### config.mk
export PLATFORM = sky130hd
export DESIGN_NAME = usb_packet_receiver
export DESIGN_NICKNAME = d
export VERILOG_FILES = /design/src/rtl/usb_packet_receiver.sv
export SDC_FILE = /design/constraint.sdc
export NUM_CORES = 1
export LEC_CHECK = 0
export CAP_MARGIN = 10
export CELL_PAD_IN_SITES_DETAIL_PLACEMENT = 0
export CELL_PAD_IN_SITES_GLOBAL_PLACEMENT = 2
export CORE_UTILIZATION = 34
export DETAILED_ROUTE_END_ITERATION = 10
export PLACE_DENSITY_LB_ADDON = 0.1
export SYNTH_ARGS = -nofsm -noshare
export SYNTH_HDL_FRONTEND = slang
export SYNTH_SLANG_ARGS = --single-unit
### constraint.sdc
create_clock -name useClk -period 2.2 [get_ports useClk]
set_input_delay 0.22 -clock useClk [delete_from_list [all_inputs] [get_ports useClk]]
set_output_delay 0.22 -clock useClk [all_outputs]
set_load 0.01 [all_outputs]
### src/rtl/usb_packet_receiver.sv
// USB packet receiver: locks on SYNC, validates the PID, forwards the payload, checks
// CRC5/CRC16 and length, and reports one status strobe per packet at EOP.
module usb_packet_receiver #(
    parameter int MAX_BYTES = 67,
    parameter int CNT_W     = 7
) (
    input  logic             useClk,
    input  logic             reset,
    input  logic [7:0]       byteData,
    input  logic             byteValid,
    input  logic             eop,
    output logic [7:0]       dataOut,
    output logic             dataValid,
    output logic             pktDone,
    output logic             pktOk,
    output logic [3:0]       pktPid,
    output logic [CNT_W-1:0] byteCount,
    output logic             errPid,
    output logic             errCrc,
    output logic             errLen
);

    // Handshake: byteValid qualifies byteData for exactly one cycle with no backpressure;
    // dataValid qualifies dataOut and pktDone qualifies the status outputs the same way.
    typedef enum logic [2:0] {IDLE, PID, PAYLOAD, DISCARD, DONE} state_t;

    state_t           state;
    logic             eopQ;
    logic             eopRise;
    logic [3:0]       pid;
    logic [CNT_W-1:0] count;
    logic [4:0]       crc5;
    logic [15:0]      crc16;
    logic             stickyPid;
    logic             stickyLen;
    logic             lenBad;
    logic             crcBad;

    // Serial LSB-first update, register bit n = x^n coefficient.
    function automatic logic [4:0] crc5Byte(input logic [4:0] crcIn, input logic [7:0] d);
        logic [4:0] c;
        c = crcIn;
        for (int i = 0; i < 8; i++) begin
            if (d[i] ^ c[4]) c = {c[3:0], 1'b0} ^ 5'h05;
            else             c = {c[3:0], 1'b0};
        end
        return c;
    endfunction

    function automatic logic [15:0] crc16Byte(input logic [15:0] crcIn, input logic [7:0] d);
        logic [15:0] c;
        c = crcIn;
        for (int i = 0; i < 8; i++) begin
            if (d[i] ^ c[15]) c = {c[14:0], 1'b0} ^ 16'h8005;
            else              c = {c[14:0], 1'b0};
        end
        return c;
    endfunction

    assign eopRise = eop & ~eopQ;

    always_comb begin
        lenBad = 1'b0;
        crcBad = 1'b0;
        case (pid[1:0])
            2'b01:   lenBad = (count != CNT_W'(3));
            2'b11:   lenBad = (count < CNT_W'(3));
            default: lenBad = (count != CNT_W'(1));
        endcase
        // A bad or missing PID makes the class unknown, so the CRC says nothing useful.
        if (!stickyPid && count != '0) begin
            case (pid[1:0])
                2'b01:   crcBad = (crc5 != 5'b01100);
                2'b11:   crcBad = (crc16 != 16'h800D);
                default: crcBad = 1'b0;
            endcase
        end
    end

    always_ff @(posedge useClk) begin
        if (reset) begin
            state     <= IDLE;
            eopQ      <= 1'b1;
            pid       <= '0;
            count     <= '0;
            crc5      <= 5'h1F;
            crc16     <= 16'hFFFF;
            stickyPid <= 1'b0;
            stickyLen <= 1'b0;
            dataOut   <= '0;
            dataValid <= 1'b0;
            pktDone   <= 1'b0;
            pktOk     <= 1'b0;
            pktPid    <= '0;
            byteCount <= '0;
            errPid    <= 1'b0;
            errCrc    <= 1'b0;
            errLen    <= 1'b0;
        end else begin
            eopQ      <= eop;
            dataValid <= 1'b0;
            pktDone   <= 1'b0;
            case (state)
                IDLE: begin
                    if (byteValid && byteData == 8'h80) begin
                        state     <= PID;
                        count     <= '0;
                        crc5      <= 5'h1F;
                        crc16     <= 16'hFFFF;
                        stickyPid <= 1'b0;
                        stickyLen <= 1'b0;
                    end
                end
                PID: begin
                    if (byteValid) begin
                        count <= CNT_W'(1);
                        pid   <= byteData[3:0];
                        crc5  <= 5'h1F;
                        crc16 <= 16'hFFFF;
                        if (byteData[7:4] != ~byteData[3:0]) begin
                            stickyPid <= 1'b1;
                            state     <= eopRise ? DONE : DISCARD;
                        end else begin
                            state     <= eopRise ? DONE : PAYLOAD;
                        end
                    end else if (eopRise) begin
                        stickyLen <= 1'b1;
                        state     <= DONE;
                    end
                end
                PAYLOAD: begin
                    if (byteValid) begin
                        if (count == CNT_W'(MAX_BYTES)) begin
                            stickyLen <= 1'b1;
                            state     <= DISCARD;
                        end else begin
                            count     <= count + 1'b1;
                            dataOut   <= byteData;
                            dataValid <= 1'b1;
                            crc5      <= crc5Byte(crc5, byteData);
                            crc16     <= crc16Byte(crc16, byteData);
                        end
                    end
                    // A byte arriving with the EOP edge is taken above before closing.
                    if (eopRise) state <= DONE;
                end
                DISCARD: begin
                    if (eopRise) state <= DONE;
                end
                DONE: begin
                    pktDone   <= 1'b1;
                    pktPid    <= pid;
                    byteCount <= count;
                    errPid    <= stickyPid;
                    errCrc    <= crcBad;
                    errLen    <= stickyLen | (~stickyPid & lenBad);
                    pktOk     <= ~(stickyPid | crcBad | stickyLen | (~stickyPid & lenBad));
                    stickyPid <= 1'b0;
                    stickyLen <= 1'b0;
                    state     <= IDLE;
                end
                default: state <= IDLE;
            endcase
        end
    end

endmodule

# After elaboration in Yosys (flattened, before gate mapping)
# Index checks and enable logic that the tools add are counted.
[totals]
inputBits = 12
ff_bits = 63
[classes]
magnitude_cmp = 1
bitwise_logic = 45
muxes = 111
addsub = 1
reduce_logical = 15
n_eq_ne = 23
[op_table]
columns = ["op", "n"]
rows = [
  ["16-bit two-way mux", 40],
  ["5-bit two-way mux", 32],
  ["3-bit two-way mux", 17],
  ["16-bit one-hot mux with 3 select lines", 1],
  ["7-bit two-way mux", 4],
  ["3-bit inverter", 8],
  ["7-bit one-hot mux with 3 select lines", 1],
  ["16-bit != test, second input constant", 1],
  ["2-bit != test, second input constant", 8],
  ["2-bit inverter", 8],
  ["1-bit XOR", 16],
  ["5-bit one-hot mux with 3 select lines", 1],
  ["3-bit one-hot mux with 4 select lines", 1],
  ["1-bit two-way mux", 10],
  ["8-bit == test, second input constant", 1],
  ["7-bit by 1-bit adder with 7-bit output, second input constant", 1],
  ["7-bit == test, second input constant", 1],
  ["7-bit by 2-bit less-than comparator with 1-bit output, second input constant", 1],
  ["7-bit by 1-bit != test with 1-bit output, second input constant", 1],
  ["7-bit by 2-bit != test with 1-bit output, second input constant", 1],
  ["7-bit nonzero test", 1],
  ["3-bit by 2-bit == test with 1-bit output, second input constant", 2],
  ["3-bit != test, second input constant", 2],
  ["1-bit inverter", 6],
  ["other kinds (23)", 31],
]

# Logic depth before layout (Yosys ltp)
[logic_depth]
depth_word = 47
depth_mapped = 8
depth_no_buf = 7

# Least setup slack after synthesis
# Ideal clock, no wire load.
[synth_timing]
path_kind = "flip-flop to flip-flop"
from = "reg count[3]"
to = "reg crc5[2]"
required_time_ns = 2.080
path_buffers = 1
path_stages_with_launch = 7
arrival_time_ns = 1.684
setup_ns = 0.120
slack_ns = 0.396
cell_sequence = "dfxtp_1 -> or4_4 -> nor2_1 -> o22a_2 -> buf_6 -> a211oi_1 -> a211o_1"
[synth_between]
elab_chain_cells = 3
[synth_lines]
columns = ["element", "line_no", "text"]
rows = [
  ["start, declared", "31", "logic [CNT_W-1:0] count;"],
  ["start signal, assigned", "137", "count <= count + 1'b1;"],
  ["7-bit == test", "133", "if (count == CNT_W'(MAX_BYTES)) begin"],
  ["2-bit != test (no source line)", "n/a", ""],
  ["5-bit AND reduction (no source line)", "n/a", ""],
  ["end signal, assigned", "140", "crc5 <= crc5Byte(crc5, byteData);"],
  ["end, declared", "32", "logic [4:0] crc5;"],
]
# Every way passes these cells.
# A chain may end at the register's enable or synchronous reset.

# Worst setup path after layout
# Same ends and word-level chain as after synthesis.

==> results <==
- The maximum root-to-sink buffer count is 2.
- Entering global routing, the biggest net connects 47 pins.
- The final hold violation count was 0.
- CTS placed an instance of clkbuf_8 at the clock tree root.
- The number of warnings printed during yosys synthesis is 0.
- The H-tree depth is 3.
- When the netlist entered floorplanning its net count stood at 387.
- The number of setup violations in the final report is 0.
- The flip-flop cell with the highest count after synthesis is dfxtp_1.
- After global routing the overflow that remains totals 0.
- The die boundary width is 99.5 µm.
- In this run the tightest slew margin relative to its limit is 49.5%.
- The total die area is 0.00990 mm².
- The final critical-path setup slack is 108 ps.
- The area share of the leading cell type in the synthesized netlist is 39.0%.
- Summing all flip-flop and latch instances after layout gives 0.00126 mm².
- The number of clock sinks is 63.
- The final net count is 451.
- The count of hold-fix buffers inserted at cts is 0.
- Post-CTS timing repair inserted 0 buffers for setup.
- Once detail routing completed, the nets flagged for antenna violations numbered 0.
- The synthesized design contains 0 enable-type register cells.
- Setup repair after global routing left no endpoint under its margin.
- The boundary pin count is 37.
- The startpoint-to-endpoint class of the critical path is register to register.
- Clock tree synthesis inserted a total of 9 buffers.
- By count the netlist is led by dfxtp_1 (63), a21oi_1 (42), nand2_1 (34).
- The final cycle utilization of the critical path is 95.1%.
- The initial core utilization is 35.0%.
- The most used standard cell by instance count after synthesis is dfxtp_1.
- The filler cell count in the final layout is 959.
- Across all layers, the routed design uses 2906 vias.
- The area of combinational cells with multiple inputs is 0.00181 mm².
- The count of different cell masters after synthesis is 56.
- The count of input and output buffers is 36.
- In this run, synthesis produced a sequential element count of 63.
- The largest area contributor in the synthesized netlist is dfxtp_1.
- The number of global-route vias before repair is 2962.
- The first global-routing pass estimated 15.2 mm of wire.
- Broken down by cell family, the worst path's largest delay share belongs to simple AND/OR/NAND/NOR gates.
- The worst slack on hold paths is 453 ps.
- OpenSTA, run right after detailed placement, puts the worst setup slack at -83.2 ps.
- The nature of the critical path startpoint is a register.
- The static leakage is 1.54 nW.
- The final weighted congestion of routability-driven global placement is 0.860.
- The data arrival time at the worst-slack endpoint is 2320 ps.
- Max-cap violations in this run came to 0.
- Counting both buffers and inverters, the worst setup path holds a total of 1.
- The number of antenna diodes in the final layout is 0.
- The worst path required time is 2430 ps.
- The chip height is 99.5 µm.
- The post-CTS clock slew at the launch and capture registers of the worst setup and hold paths is 70 ps.
- The sequential cell area fraction in the yosys report is 39.0%.
- The maximum ir drop on the vdd rail is 0.000322 V.
- Dividing the detail-routed wire length by the instance count gives 16.2 µm.
- The number of design-rule violations left by the first detailed-router iteration is 63.
- The synthesized area per cell is 8.69 µm².
- Summing every instance area after synthesis gives 0.00323 mm².
- Once detailed placement completed, the half-perimeter wirelength came to 6.62 mm.
- Of all nets on the critical path, the largest fanout is 14.
- The upper clock frequency limit is 478 MHz.
- The layout cell share with drive strength beyond 1 is 16.8%.
- The worst-path cell with the longest stage delay is or4_4.
- The first TritonRoute pass finished after 4 iterations.
- The source-to-sink clock delay at the later pin of the worst-skew pair is 340 ps.
- In this run the power density over the cells is 605 mW/mm².
- The delay contributed by the slowest stage of the critical path is 570 ps.
- The clock tree from TritonCTS is built.
- The number of pins exceeding their max-slew limit in the final report is 0.
- At the pin with the least slew margin, the transition time is 757 ps.
- The proportion of synthesized flip-flops having asynchronous set or reset is 0%.
- Compared with the post-synthesis result, the final layout area differs by 29.5%.
- The wire length after detailed routing is 9.22 mm.
- The total of cells resized after clock tree synthesis is 0.
- The min-delay analysis places its worst path in the category register to register.
- The worst path needs 2090 ps of the cycle, external delays included.
- The category of the worst setup path capture point is a register.
- The core area is 0.00924 mm².
- Clock skew on the completed layout was measured at 9.55 ps.
- The initial antenna violation count was 0.
- The mean number of vias per cell is 5.10.
- For this run, design rule violations remaining after detail routing come to 0.
- In this run the core area contains 35 standard-cell rows.
- For the final routed database, the setup TNS stands at 0 ps.
- Walking the worst path, the cells encountered are or4_4, nor2_1, o22a_2, buf_4, a211oi_1, a211o_1.
- The cell count after synthesis came out at 372.
- Sorting the synthesized cells by area gives the leading types as dfxtp_1 (39%), xnor2_1 (7.0%), a21oi_1 (6.5%).
- Global routing used 20.0% of the available tracks across all layers.
- The run finished with clean final reports.
## layout make-up
type | instances | share of cell area (%)
flip-flops and latches | 63 | 30.1
inverters | 4 | 0.359
clock inverters | 7 | 2.09
multi-input cells | 274 | 43.1
repair buffers | 84 | 17.5
clock buffers | 9 | 2.96
well taps | 129 | 3.85
## per-layer routing
metal | up-vias | routed length (µm) | global-route usage [%]
li1 | 1460 | - | -
met1 | 1399 | 4320 | 24.7
met2 | 40 | 4600 | 35.3
met3 | 7 | 219 | 4.50
met4 | 0 | 83 | 4.86
met5 | - | 0 | 0
## sequential cells by signal, indices dropped and copies added, names as in the netlist
register,count
state,3
pid,4
crc16,16
eopQ,1
count,7
pktOk,1
pktPid,4
errLen,1
errPid,1
crc5,5
stickyLen,1
pktDone,1
errCrc,1
dataValid,1
dataOut,8
stickyPid,1
byteCount,7
## final timing paths
path	from	to	slack, ps	depth (start not counted)
min	errCrc$_SDFFE_PP0P_	errCrc$_SDFFE_PP0P_	450	2
min reg2reg	errCrc$_SDFFE_PP0P_	errCrc$_SDFFE_PP0P_	450	2
max reg2reg	count[3]$_SDFFE_PP0P_	crc5[2]$_SDFFE_PP1P_	110	6
max	count[3]$_SDFFE_PP0P_	crc5[2]$_SDFFE_PP1P_	110	6
## layout by cell type, fill, tap and decap left out, types with 3 or more instances in the layout
cell type | netlist | routed
a211o_1 | 3 | 3
a211oi_1 | 4 | 4
a21o_1 | 3 | 3
a21oi_1 | 42 | 42
and2_1 | 3 | 3
and3_1 | 3 | 3
buf_4 | 2 | 47
clkbuf_8 | 0 | 9
clkdlybuf4s50_1 | 0 | 36
clkinv_2 | 0 | 4
dfxtp_1 | 63 | 63
ha_1 | 3 | 3
inv_1 | 4 | 4
mux2i_1 | 4 | 4
nand2_1 | 34 | 34
nand2b_1 | 5 | 5
nand3_1 | 23 | 23
nor2_1 | 16 | 16
nor2b_1 | 4 | 4
nor3_1 | 6 | 6
nor4_1 | 12 | 12
o211ai_1 | 3 | 3
o21ai_0 | 20 | 20
o21bai_1 | 10 | 10
o31ai_1 | 6 | 6
or4_1 | 5 | 5
xnor2_1 | 26 | 26
xor2_1 | 8 | 8
## logic make-up after synthesis
logic type | Yosys count | synth area share (%)
and+or+nand+nor | 126 | 21.2
AOI/OAI and AO/OA | 102 | 19.4
DFF | 63 | 39.0
xor gates and xnor gates | 39 | 12.8
buffers and inverters | 35 | 5.15
muxes | 4 | 1.24
adders and majority gates | 3 | 1.16
## metrics by stage
step / cell area, µm² / utilization (%) / cells / total power, W
floorplan: 3230 / - / 372 / 0.00135
global placement: 3980 / 43.0 / 554 / 0.00145
detailed placement: 3980 / 43.0 / 554 / 0.00145
CTS: 4190 / 45.3 / 570 / 0.00257
global route: 4190 / 45.3 / 570 / 0.00263
finish: 4190 / 45.3 / 570 / 0.00253
## worst min-delay path, cell delays in order, from the launching register on
cell and delay [ps]:
dfxtp_1 310, nand2_1 50, a21oi_1 50
## report_power, final
group	internal, W	switching, W	total, W	leakage (nW)
clock	0.000630	0.000476	0.00111	0.109
sequential	0.00114	0.00000231	0.00114	0.508
combinational	0.000144	0.000139	0.000283	0.918
total	0.00192	0.000617	0.00253	1.54
Note: power is estimated with default switching activity, not from simulation.
